<file path="config.mk">
export PLATFORM = sky130hd
export DESIGN_NAME = collision_scan
export DESIGN_NICKNAME = d
export VERILOG_FILES = /design/src/rtl/collision_pkg.sv /design/src/rtl/box_overlap.sv /design/src/rtl/collision_scan.sv
export SDC_FILE = /design/constraint.sdc
export NUM_CORES = 1
export LEC_CHECK = 0
export ABC_CLOCK_PERIOD_IN_PS = 8100
export BUFFER_PORTS_ARGS = -buffer_cell sky130_fd_sc_hd__buf_2
export CORE_MARGIN = 2
export CORE_UTILIZATION = 40
export DETAILED_ROUTE_END_ITERATION = 12
export SETUP_SLACK_MARGIN = 0.3
export SYNTH_ARGS = -nofsm -noshare
export SYNTH_HDL_FRONTEND = slang
export SYNTH_HIERARCHICAL = 1
export SYNTH_SLANG_ARGS = --single-unit
</file>
<file path="constraint.sdc">
create_clock -name pclk -period 8.1 [get_ports pclk]
set_clock_uncertainty 0.1 [all_clocks]
set_input_delay 1.62 -clock pclk [delete_from_list [all_inputs] [get_ports pclk]]
set_output_delay 1.62 -clock pclk [all_outputs]
set_load 0.02 [all_outputs]
</file>
<file path="src/rtl/collision_pkg.sv">
// Shared constants for the collision scanner: facing direction, FSM encoding
// and default sprite geometry.
package collision_pkg;

    localparam logic LEFT  = 1'b0;
    localparam logic RIGHT = 1'b1;

    typedef enum logic [1:0] {
        ST_IDLE   = 2'd0,
        ST_SCAN   = 2'd1,
        ST_REPORT = 2'd2
    } state_t;

    localparam int DEF_PLAYER_W = 16;
    localparam int DEF_HEAD_W   = 13;
    localparam int DEF_HEAD_H   = 13;
    localparam int DEF_BODY_W   = 7;
    localparam int DEF_BODY_H   = 5;
    localparam int DEF_OBJ_W    = 13;
    localparam int DEF_OBJ_H    = 13;

endpackage

</file>
<file path="src/rtl/box_overlap.sv">
// Combinational overlap test of two axis-aligned boxes given as half-open
// intervals [x0,x1) x [y0,y1); touching edges do not count.
module box_overlap #(
    parameter int W = 11
) (
    input  logic [W-1:0] a_x0_i,
    input  logic [W-1:0] a_x1_i,
    input  logic [W-1:0] a_y0_i,
    input  logic [W-1:0] a_y1_i,
    input  logic [W-1:0] b_x0_i,
    input  logic [W-1:0] b_x1_i,
    input  logic [W-1:0] b_y0_i,
    input  logic [W-1:0] b_y1_i,
    output logic         overlap_o
);

    assign overlap_o = (a_x0_i < b_x1_i) && (b_x0_i < a_x1_i) &&
                       (a_y0_i < b_y1_i) && (b_y0_i < a_y1_i);

endmodule

</file>
<file path="src/rtl/collision_scan.sv">
// Sequential player/enemy collision scanner: one enemy per clock after each
// frame tick. Define COLLISION_COOLDOWN_EN for post-hit suppression and the cooldown output.
module collision_scan
    import collision_pkg::*;
#(
    parameter int N_OBJ    = 3,
    parameter int XW       = 10,
    parameter int PLAYER_W = DEF_PLAYER_W,
    parameter int HEAD_W   = DEF_HEAD_W,
    parameter int HEAD_H   = DEF_HEAD_H,
    parameter int BODY_W   = DEF_BODY_W,
    parameter int BODY_H   = DEF_BODY_H,
    parameter int OBJ_W    = DEF_OBJ_W,
    parameter int OBJ_H    = DEF_OBJ_H
`ifdef COLLISION_COOLDOWN_EN
    , parameter int COOLDOWN_FRAMES = 60
`endif
) (
    input  logic                                  pclk,
    input  logic                                  rst,
    input  logic                                  frame_tick,
    input  logic                                  direction,
    input  logic [XW-1:0]                         player_x,
    input  logic [XW-1:0]                         player_y,
    input  logic [N_OBJ*XW-1:0]                   obj_x,
    input  logic [N_OBJ*XW-1:0]                   obj_y,
    input  logic [N_OBJ-1:0]                      obj_valid,
    output logic                                  busy,
    output logic                                  done,
    output logic                                  hit,
    output logic [((N_OBJ>1)?$clog2(N_OBJ):1)-1:0] hit_id,
    output logic [N_OBJ-1:0]                      hit_mask
`ifdef COLLISION_COOLDOWN_EN
    , output logic                                cooldown
`endif
);

    localparam int IDW = (N_OBJ > 1) ? $clog2(N_OBJ) : 1;
    localparam int CW  = XW + 1;
    localparam logic [IDW-1:0] LAST_IDX = IDW'(N_OBJ - 1);

    state_t               state_q, state_d;
    logic [IDW-1:0]       idx_q;
    logic                 dir_q;
    logic [XW-1:0]        px_q, py_q;
    logic [N_OBJ*XW-1:0]  ox_q, oy_q;
    logic [N_OBJ-1:0]     valid_q, acc_q, acc_d, mask_q;
    logic [IDW-1:0]       id_q;
    logic                 accept, last, head_ov, body_ov, coll_now;

    logic [CW-1:0] px, py, ox, oy;
    logic [CW-1:0] hx0, hx1, hy0, hy1, bx0, bx1, by0, by1, ex1, ey1;

    function automatic logic [IDW-1:0] lowest_set(input logic [N_OBJ-1:0] m);
        lowest_set = '0;
        for (int i = N_OBJ - 1; i >= 0; i--) begin
            if (m[i]) lowest_set = IDW'(i);
        end
    endfunction

    assign accept = (state_q == ST_IDLE) && frame_tick;
    assign last   = (state_q == ST_SCAN) && (idx_q == LAST_IDX);

    // Hitbox geometry at XW+1 bits so boxes near the right/bottom edge never wrap
    always_comb begin
        px  = CW'(px_q);
        py  = CW'(py_q);
        ox  = CW'(ox_q[int'(idx_q)*XW +: XW]);
        oy  = CW'(oy_q[int'(idx_q)*XW +: XW]);
        ex1 = ox + CW'(OBJ_W);
        ey1 = oy + CW'(OBJ_H);
        hy0 = py;
        hy1 = py + CW'(HEAD_H);
        by0 = py + CW'(HEAD_H);
        by1 = py + CW'(HEAD_H + BODY_H);
        if (dir_q == LEFT) begin
            hx0 = px;
            hx1 = px + CW'(HEAD_W);
            bx0 = px + CW'(PLAYER_W - BODY_W);
            bx1 = px + CW'(PLAYER_W);
        end else begin
            hx0 = px + CW'(PLAYER_W - HEAD_W);
            hx1 = px + CW'(PLAYER_W);
            bx0 = px;
            bx1 = px + CW'(BODY_W);
        end
    end

    box_overlap #(.W(CW)) u_head (
        .a_x0_i(hx0), .a_x1_i(hx1), .a_y0_i(hy0), .a_y1_i(hy1),
        .b_x0_i(ox),  .b_x1_i(ex1), .b_y0_i(oy),  .b_y1_i(ey1),
        .overlap_o(head_ov)
    );

    box_overlap #(.W(CW)) u_body (
        .a_x0_i(bx0), .a_x1_i(bx1), .a_y0_i(by0), .a_y1_i(by1),
        .b_x0_i(ox),  .b_x1_i(ex1), .b_y0_i(oy),  .b_y1_i(ey1),
        .overlap_o(body_ov)
    );

    assign coll_now = valid_q[idx_q] && (head_ov || body_ov);
    assign acc_d    = acc_q | (N_OBJ'(coll_now) << idx_q);

    always_ff @(posedge pclk or posedge rst) begin
        if (rst) state_q <= ST_IDLE;
        else     state_q <= state_d;
    end

    always_comb begin
        state_d = state_q;
        case (state_q)
            ST_IDLE:   if (frame_tick) state_d = ST_SCAN;
            ST_SCAN:   if (idx_q == LAST_IDX) state_d = ST_REPORT;
            ST_REPORT: state_d = ST_IDLE;
            default:   state_d = ST_IDLE;
        endcase
    end

    // Result registers load on the last scan edge so they are valid alongside done
    always_ff @(posedge pclk or posedge rst) begin
        if (rst) begin
            idx_q   <= '0;
            dir_q   <= 1'b0;
            px_q    <= '0;
            py_q    <= '0;
            ox_q    <= '0;
            oy_q    <= '0;
            valid_q <= '0;
            acc_q   <= '0;
            mask_q  <= '0;
            id_q    <= '0;
        end else if (accept) begin
            idx_q   <= '0;
            dir_q   <= direction;
            px_q    <= player_x;
            py_q    <= player_y;
            ox_q    <= obj_x;
            oy_q    <= obj_y;
            valid_q <= obj_valid;
            acc_q   <= '0;
        end else if (state_q == ST_SCAN) begin
            acc_q <= acc_d;
            if (last) begin
                mask_q <= acc_d;
                id_q   <= lowest_set(acc_d);
            end else begin
                idx_q <= idx_q + 1'b1;
            end
        end
    end

`ifdef COLLISION_COOLDOWN_EN
    localparam int CDW = $clog2(COOLDOWN_FRAMES + 1);
    logic [CDW-1:0] cd_q;
    logic           supp_q;

    // Suppression is decided per frame at its tick; only an unsuppressed hit reloads
    always_ff @(posedge pclk or posedge rst) begin
        if (rst) begin
            cd_q   <= '0;
            supp_q <= 1'b0;
        end else if (accept) begin
            supp_q <= (cd_q != '0);
            if (cd_q != '0) cd_q <= cd_q - 1'b1;
        end else if (last && (|acc_d) && !supp_q) begin
            cd_q <= CDW'(COOLDOWN_FRAMES);
        end
    end

    assign cooldown = (cd_q != '0);
`endif

    always_comb begin
        busy = (state_q == ST_SCAN);
        done = (state_q == ST_REPORT);
`ifdef COLLISION_COOLDOWN_EN
        hit  = done && (|mask_q) && !supp_q;
`else
        hit  = done && (|mask_q);
`endif
    end

    assign hit_mask = mask_q;
    assign hit_id   = id_q;

endmodule
</file>
==> results.yml, run 1 <==
status:
  status: "completed"
cts:
  clk_latency_ns: 0.35
  cts_tree: "built"
  cts_inserted_buffers: 9
  postCtsSetupBuffers: 0
  cts.sinks: 96
  clkTransAtPathRegs_ns: 0.07
  cts_hold_buffers: 0
  ctsResizeCount: 0
  htree_levels: 3
  clk_path_buf_depth: 2
  root_buffer: "clkbuf_16"
route:
  routed_wl_um: 17000
  dr_wl_met2_um: 7390
  drt_iter0_drc: 268
  viasPerCell: 5.04
  wire_per_inst_um: 15.6
  routedLengthMet1_um: 8830
  route.met3.wl_um: 593
  drtPass1Iterations: 4
  num_vias: 5508
  drc: 0
  highest-signal-layer: "met4"
  antenna_left: 0
timing:
  tightest_slew_ns: 0.852
  setup_viol: 0
  drv_slew: 0
  fin_crit_ns: 4.84
  setup_tns_ns: 0
  max_freq_mhz: 206
  finalCritPeriodShare: 0.598
  slew_headroom: 0.432
  rsz0062_at_grt: "no"
  hold_viol: 0
final_layout:
  layout.nets: 1029
  final_cell_mix: "97 x inv_1, 96 x dfrtp_1, 94 x buf_2"
  n_antenna_cell: 0
  drive_gt1_frac: 0.263
  syn_to_final_growth_pct: 12.6
  mostFrequentLayoutCell: "inv_1"
  fillCellCount: 1802
setup_path:
  cp-end-kind: "register"
  required_ns: 8.24
  arrival_ns: 4.99
  start_kind: "register"
  crit_type: "reg2reg"
  cp_max_fo: 25
logic_synthesis:
  netlist_instances: 772
  yosys.area.top_type_share: 0.321
  ys_top_cells_by_area: "dfrtp_1 32%, ha_1 15%, mux2_2 12%"
  synth_edf_count: 0
  ys_async_sr_fraction: 1.00
  ys_types: 55
  seq_area_frac_synth: 0.321
  synth_seq_cells: 96
  synth_area_mm2: 0.00749
  syn_avg_cell_area_um2: 9.71
  yosys.area.top_type: "dfrtp_1"
  ys.flop_type: "dfrtp_1"
  synth-warning-count: 6
grt:
  grt_usage: 0.180
  grt_start_max_net_pins: 70
  grt_pass1_vias: 5627
  antenna_found_initial: 0
  grt.overflow.total: 0
  grt_pass1_wl_um: 28700
floorplan:
  core_area_mm2: 0.0185
  rows: 50
  die_width_um: 141
  die_area_mm2: 0.0198
  start_util: 0.405
  die_h_um: 141
  io_pins: 95
place:
  gp_congestion: 0.898
  dp_hpwl_um: 13500
  port_buffers: 94
run:
  drv_cap: 0
hold_path:
  hold_class: "reg2reg"
metal layers:
layer,GRT usage,vias to the layer above
met5,0,-
met4,0.0400,0
met3,0.0326,12
met2,0.274,94
met1,0.268,2584
li1,-,2818
stage by stage:
| stage | util | setup slack, ns | instance area, um^2 | std cells | hold slack, ns |
|---|---|---|---|---|---|
| floorplan | - | 3.87 | 7510 | 776 | 0.362 |
| global placement | 0.439 | 3.30 | 8130 | 1076 | 0.378 |
| detailed placement | 0.439 | 3.24 | 8130 | 1076 | 0.372 |
| CTS | 0.456 | 3.20 | 8440 | 1092 | 0.401 |
| global route | 0.456 | 2.80 | 8440 | 1092 | 0.416 |
| finish | 0.456 | 3.26 | 8440 | 1092 | 0.399 |
cells by family (layout without fill, tap and decap cells):
logic type / Yosys count / after routing / synth area share
other cells: 1 / 5 / 0.000500
simple gates: 179 / 179 / 0.125
mux: 99 / 99 / 0.145
buf+inv: 131 / 213 / 0.0746
fa+ha+maj: 89 / 89 / 0.149
xor+xnor: 64 / 64 / 0.0748
flops: 96 / 96 / 0.321
compound gates: 113 / 113 / 0.111
final timing paths:
check | depth (start not counted) | end | startpoint | slack (ns)
worst min-delay path | 1 | hit_id[0] | acc_q[0] | 0.40
min in group asynchronous | 2 | valid_q[1] | rst | 1.19
worst max register to register | 18 | hit_id[1] | idx_q[0] | 3.26
max in group asynchronous | 3 | oy_q[1] | rst | 5.57
worst max-delay path | 18 | hit_id[1] | idx_q[0] | 3.26
worst min register to register | 1 | hit_id[0] | acc_q[0] | 0.40
Yosys cell counts, types with 3 or more instances:
master	n
a211oi_2	4
a21o_1	7
a21oi_1	37
and3_1	3
buf_2	10
clkbuf_1	15
dfrtp_1	96
ha_1	89
inv_1	98
mux2_2	79
mux2i_1	20
nand2_1	40
nand2b_1	13
nand3_1	15
nand4_1	19
nor2_1	51
nor2b_1	6
nor3_1	12
nor4_2	4
o21ai_0	19
o22ai_1	6
o2bb2ai_1	6
o2bb2ai_2	10
or3_1	4
xnor2_1	29
xor2_1	35
critical path, cell delays in order, from the launching register on:
cell       delay (ns)
dfrtp_1          0.33
buf_4            0.29
nor2b_4          0.62
o2bb2ai_1        0.32
ha_1             0.30
o31ai_1          0.12
nor3b_2          0.27
and3_1           0.21
inv_1            0.05
ha_1             0.31
a22oi_1          0.20
nand3_1          0.09
nor2_1           0.11
nand3_1          0.13
nor4_2           0.25
nor2_1           0.12
nor4b_1          0.51
nor2_1           0.12
a32o_1           0.27
sequential cells by signal (all words and copies together) (netlist names):
signal    cells
hit_id        2
py_q         10
px_q         10
dir_q         1
oy_q         30
acc_q         3
ox_q         30
valid_q       3
idx_q         2
state_q       2
hit_mask      3
layout make-up:
type / count / area [um^2] / area share
multi-input combinational: 549 / 4550 / 0.539
tap: 234 / 293 / 0.0347
timing repair buffer: 99 / 508 / 0.0602
clock inverter: 6 / 73.8 / 0.00875
clock buffer: 10 / 239 / 0.0283
sequential: 96 / 2400 / 0.285
inverter: 98 / 370 / 0.0439
Power of run 1 is left out: the tool's default activity adds up to more than one toggle a clock period on the data nets, which glitch-free logic cannot reach.
==> run 2: changes to the inputs <==
--- a/config.mk
+++ b/config.mk
@@ -5,7 +5,8 @@
 export SDC_FILE = /design/constraint.sdc
 export NUM_CORES = 1
 export LEC_CHECK = 0
-export ABC_CLOCK_PERIOD_IN_PS = 8100
+export ABC_AREA = 1
+export ABC_CLOCK_PERIOD_IN_PS = 4900
 export BUFFER_PORTS_ARGS = -buffer_cell sky130_fd_sc_hd__buf_2
 export CORE_MARGIN = 2
 export CORE_UTILIZATION = 40
==> constraint.sdc (replaced) <==
create_clock -name pclk -period 4.9 [get_ports pclk]
set_clock_uncertainty 0.1 [all_clocks]
set_input_delay 0.98 -clock pclk [delete_from_list [all_inputs] [get_ports pclk]]
set_output_delay 0.98 -clock pclk [all_outputs]
set_load 0.02 [all_outputs]
==> run 2 against run 1 <==
Against the previous run:
- wire length rose by 18%
- highest routed layer unchanged
- sequential share of layout area is 1.8 points lower
- synthesized cell count up 53%
- largest cell class unchanged
==> results.yml, run 2 <==
setup_path:
  worstRegToRegCells: 23
  cpPeakStageDelay_ns: 0.39
  required_ns: 5.06
  path_buf_inv: 4
  arrival_ns: 4.08
  cp_common_cell: "nand2_1"
  cp_max_fo: 21
  slowest_stage: "dfrtp_1"
  cp-end-kind: "register"
  start_kind: "register"
  crit_type: "reg2reg"
  cpLargestDelayFamily: "simple AND/OR/NAND/NOR gates"
  path_depth: 23
  cp_cell_sequence: "inv_2 -> nand2_4 -> inv_4 -> nand2_1 -> nand2_1 -> ha_1 -> inv_1 -> nand3_2 -> nand3_1 -> nor2_1 -> inv_1 -> ha_1 -> nand2_1 -> nor2_1 -> nand2_1 -> nor2_1 -> nand2_1 -> nand4_1 -> nor2_1 -> or2_2 -> nand4_1 -> nand3_1 -> o21a_1"
status:
  status: "completed"
place:
  place_ws_ns: 1.02
  place_inst: 1520
  dp_hpwl_um: 15800
  gp_congestion: 0.880
  port_buffers: 94
cts:
  clkTransAtPathRegs_ns: 0.08
  postCtsSetupBuffers: 0
  ctsResizeCount: 0
  cts_tree: "built"
  cts.sinks: 96
  clk_path_buf_depth: 2
  clk_latency_ns: 0.37
  htree_levels: 3
  cts_hold_buffers: 0
  cts_inserted_buffers: 9
  root_buffer: "clkbuf_16"
final_layout:
  mostFrequentLayoutCell: "nand2_1"
  layout.nets: 1442
  drive_gt1_frac: 0.121
  final_cell_mix: "425 x nand2_1, 222 x inv_1, 96 x dfrtp_1"
  syn_to_final_growth_pct: 12.8
  final_cell_count_no_fill: 1536
  reg_top3: "ox_q x30, oy_q x30"
  n_antenna_cell: 0
logic_synthesis:
  ys_async_sr_fraction: 1.00
  yosys.area.top_type_share: 0.300
  netlist_instances: 1185
  ys_top_cells_by_area: "dfrtp_1 30%, nand2_1 20%, ha_1 14%"
  post_synth_most_frequent_cells: "425 x nand2_1, 224 x inv_1, 96 x dfrtp_1, 89 x ha_1, 73 x o21ai_0"
  synth-warning-count: 6
  synth_area_mm2: 0.00800
  ys_types: 35
  synth_seq_cells: 96
  syn_avg_cell_area_um2: 6.75
  yosysMostFrequentCell: "nand2_1"
  ys.flop_type: "dfrtp_1"
  seq_area_frac_synth: 0.300
  synth_edf_count: 0
  yosys.area.top_type: "dfrtp_1"
route:
  drtPass1Iterations: 5
  viasPerCell: 4.65
  wire_per_inst_um: 13.1
  routed_wl_um: 20100
  drt_iter0_drc: 470
  num_vias: 7135
  antenna_left: 0
  drc: 0
floorplan:
  die_h_um: 145
  die_width_um: 145
  core_area_mm2: 0.0195
  io_pins: 95
  rows: 51
  die_area_mm2: 0.0211
  start_util: 0.410
timing:
  max_freq_mhz: 255
  drv_slew: 0
  finalWorstSetupSlack_ns: 0.977
  finalCritPeriodShare: 0.801
  setup_tns_ns: 0
  setup_viol: 0
  hold_viol: 0
  slew_headroom: 0.389
  tightest_slew_ns: 0.916
  rsz0062_at_grt: "no"
  fin_crit_ns: 3.92
grt:
  grt_pass1_wl_um: 33500
  grt_pass1_vias: 6825
  grt_start_max_net_pins: 111
  grt.overflow.total: 0
  grt_usage: 0.196
  antenna_found_initial: 0
run:
  drv_cap: 0
hold_path:
  whs_path_depth: 2
  hold_class: "reg2reg"
run 2: cell count changes after synthesis, moves of 8 or more:
cell	before	now
mux2i_1	20	0
nand2b_1	13	0
o21ai_0	19	73
nand3_1	15	44
inv_1	98	224
a21oi_1	37	26
o2bb2ai_2	10	0
o21ai_1	0	9
nand2_1	40	425
buf_2	10	18
mux2_2	79	0
xnor2_1	29	4
run 2: final timing paths:
| path | startpoint | end | slack (ns) |
|---|---|---|---|
| max in group asynchronous | rst | oy_q[23] | 3.32 |
| hold / removal | oy_q[4] | oy_q[4] | 0.38 |
| min in group asynchronous | rst | ox_q[13] | 0.54 |
| setup reg to reg | idx_q[0] | hit_mask[0] | 0.98 |
| hold reg to reg | oy_q[4] | oy_q[4] | 0.38 |
| setup / recovery | idx_q[0] | hit_mask[0] | 0.98 |
run 2: kinds of logic (layout without fill, tap and decap cells):
| logic type | Yosys count | after routing | synth area share |
|---|---|---|---|
| compound gates | 122 | 122 | 0.0848 |
| xor+xnor | 43 | 43 | 0.0471 |
| fa+ha+maj | 89 | 89 | 0.139 |
| buf+inv | 266 | 348 | 0.132 |
| flops | 96 | 96 | 0.300 |
| other cells | 1 | 5 | 0.000469 |
| simple gates | 568 | 568 | 0.296 |
run 2: metrics by stage:
step                cell area, um^2  hold slack [ns]   util
global route                   9020            0.409  0.462
CTS                            9020            0.386  0.462
detailed placement             8680            0.366  0.445
finish                         9020            0.378  0.462
floorplan                      8010            0.344      -
global placement               8680            0.364  0.445
run 2: area by class of cell:
class / instances / area (um^2)
inverter: 231 / 875
timing repair buffer: 101 / 523
tap: 265 / 332
fill: 2122 / 10500
sequential: 96 / 2400
clock inverter: 7 / 114
clock buffer: 9 / 225
multi-input combinational: 827 / 4550
run 2: per-layer routing:
layer | global-route usage | up-vias | wire, um
met3 | 0.0266 | 22 | 830
li1 | - | 3795 | -
met2 | 0.293 | 129 | 8450
met1 | 0.291 | 3189 | 10500
met5 | 0 | - | 0
met4 | 0.0632 | 0 | 359
run 2: tightest hold or removal path, stage by stage, from the launching register on:
cell,delay [ns]
dfrtp_1,0.34
nand2_1,0.06
nand2_1,0.05
Power of run 2 is left out for the same reason.
==> run 3: changes to the inputs <==
--- a/config.mk
+++ b/config.mk
@@ -6,7 +6,7 @@
 export NUM_CORES = 1
 export LEC_CHECK = 0
 export ABC_AREA = 1
-export ABC_CLOCK_PERIOD_IN_PS = 4900
+export ABC_CLOCK_PERIOD_IN_PS = 3600
 export BUFFER_PORTS_ARGS = -buffer_cell sky130_fd_sc_hd__buf_2
 export CORE_MARGIN = 2
 export CORE_UTILIZATION = 40
==> constraint.sdc (replaced) <==
create_clock -name pclk -period 3.6 [get_ports pclk]
set_clock_uncertainty 0.1 [all_clocks]
set_input_delay 0.72 -clock pclk [delete_from_list [all_inputs] [get_ports pclk]]
set_output_delay 0.72 -clock pclk [all_outputs]
set_load 0.02 [all_outputs]
==> run 3 against run 2 <==
Against the previous run:
- wire length is 11% higher
- clock-buffer cell count did not move
- hold slack lost 0.036 ns
- global-route usage is 0.49 points higher
- fmax is 18% higher
- via count increased by 5.3%
- sequential share of layout area is 2.9 points lower
- critical path depth is 1 higher
- register-to-register slack got worse by 0.69 ns
- setup slack got worse by 0.69 ns
- critical endpoint unchanged
- largest cell class unchanged
==> results.yml, run 3 (synthesized netlist as in run 2, its figures left out) <==
status:
  status: "completed"
place:
  place_inst: 1531
  gp_congestion: 0.888
  place_ws_ns: -0.0543
  port_buffers: 94
  dp_hpwl_um: 16100
run:
  drv_cap: 0
setup_path:
  arrival_ns: 3.48
  cp-end-kind: "register"
  cp_max_fo: 5
  slowest_stage: "dfrtp_2"
  cpLargestDelayFamily: "simple AND/OR/NAND/NOR gates"
  crit_type: "reg2reg"
  cpPeakStageDelay_ns: 0.49
  cp_cell_sequence: "clkinv_4 -> buf_6 -> nand2_1 -> nand3_2 -> nand2_4 -> nand2_2 -> nor2_4 -> nand4_1 -> nand2_4 -> buf_6 -> inv_2 -> ha_4 -> nand2_4 -> nor2_4 -> buf_4 -> nand2_1 -> nand2_1 -> inv_1 -> nand3_1 -> nor2_1 -> or2_4 -> nand4_1 -> nand3_2 -> o21a_1"
  required_ns: 3.76
  path_buf_inv: 6
  start_kind: "register"
timing:
  tightest_slew_ns: 0.674
  hold_viol: 0
  rsz0062_at_grt: "yes"
  slew_headroom: 0.550
  max_freq_mhz: 301
  fin_crit_ns: 3.32
  fin_hold_ws_ns: 0.342
  drv_slew: 0
  finalCritPeriodShare: 0.921
  finalWorstSetupSlack_ns: 0.283
  setup_viol: 0
route:
  drt_iter0_drc: 466
  drtPass1Iterations: 5
  drc: 0
  routed_wl_um: 22400
  wire_per_inst_um: 14.1
  viasPerCell: 4.73
  num_vias: 7514
  antenna_left: 0
cts:
  cts.sinks: 96
  cts_hold_buffers: 0
  cts_inserted_buffers: 9
  cts_tree: "built"
  root_buffer: "clkbuf_16"
  clk_latency_ns: 0.37
  clkTransAtPathRegs_ns: 0.08
  clk_path_buf_depth: 2
  htree_levels: 3
final_layout:
  drive_gt1_frac: 0.235
  final_cell_mix: "389 x nand2_1, 208 x inv_1, 94 x buf_2"
  mostFrequentLayoutCell: "nand2_1"
  reg_top3: "ox_q x30, oy_q x30"
  final_cell_count_no_fill: 1590
  utilization: 0.521
  syn_to_final_growth_pct: 27.1
  n_antenna_cell: 0
  layout.nets: 1496
  fillCellCount: 1930
floorplan:
  die_area_mm2: 0.0211
  start_util: 0.410
  core_area_mm2: 0.0195
  die_h_um: 145
  die_width_um: 145
  rows: 51
  io_pins: 95
grt:
  grt_pass1_vias: 6991
  grt_usage: 0.200
  grt_pass1_wl_um: 34600
  antenna_found_initial: 0
  grt.overflow.total: 0
  grt_start_max_net_pins: 84
hold_path:
  hold_class: "in2async"
==> run 3: final cells by class <==
type | count | area, um^2 | area share
timing repair inverter | 1 | 6.26 | 0.000615
clock buffer | 9 | 225 | 0.0222
sequential | 96 | 2410 | 0.237
clock inverter | 7 | 113 | 0.0111
multi-input combinational | 827 | 5110 | 0.502
timing repair buffer | 154 | 1090 | 0.107
inverter | 231 | 888 | 0.0874
tap | 265 | 332 | 0.0326
==> run 3: what timing repair did <==
item / in CTS / in global routing
buffers inserted: 6 / 32
endpoints found under the setup margin: 8 / 8
gates resized for setup: 22 / 129
cloned: 0 / 5
pin swaps: 7 / 52
==> run 3: routing by layer <==
layer	wire length, um	part of all wire	global-route usage	vias to the layer above
met5	0	0	0	-
met4	268	0.012	0.0422	0
met3	733	0.033	0.0254	21
met2	10300	0.46	0.317	143
met1	11100	0.50	0.294	3452
li1	-	-	-	3898
==> run 3: per-stage QoR <==
stage	instance area, um^2	TNS, ns
floorplan	8020	0
global placement	8820	-0.112
detailed placement	8820	-0.169
CTS	9280	0
global route	10200	0
finish	10200	0
==> run 3: worst paths after layout <==
check	from	to	slack, ns	depth (start not counted)
setup / recovery	idx_q[0]	hit_mask[0]	0.28	24
hold / removal	rst	ox_q[25]	0.34	2
setup reg to reg	idx_q[0]	hit_mask[0]	0.28	24
hold reg to reg	oy_q[13]	oy_q[13]	0.38	2
max in group asynchronous	rst	py_q[2]	2.25	3
min in group pclk	oy_q[13]	oy_q[13]	0.38	2
Power of run 3 is left out for the same reason.
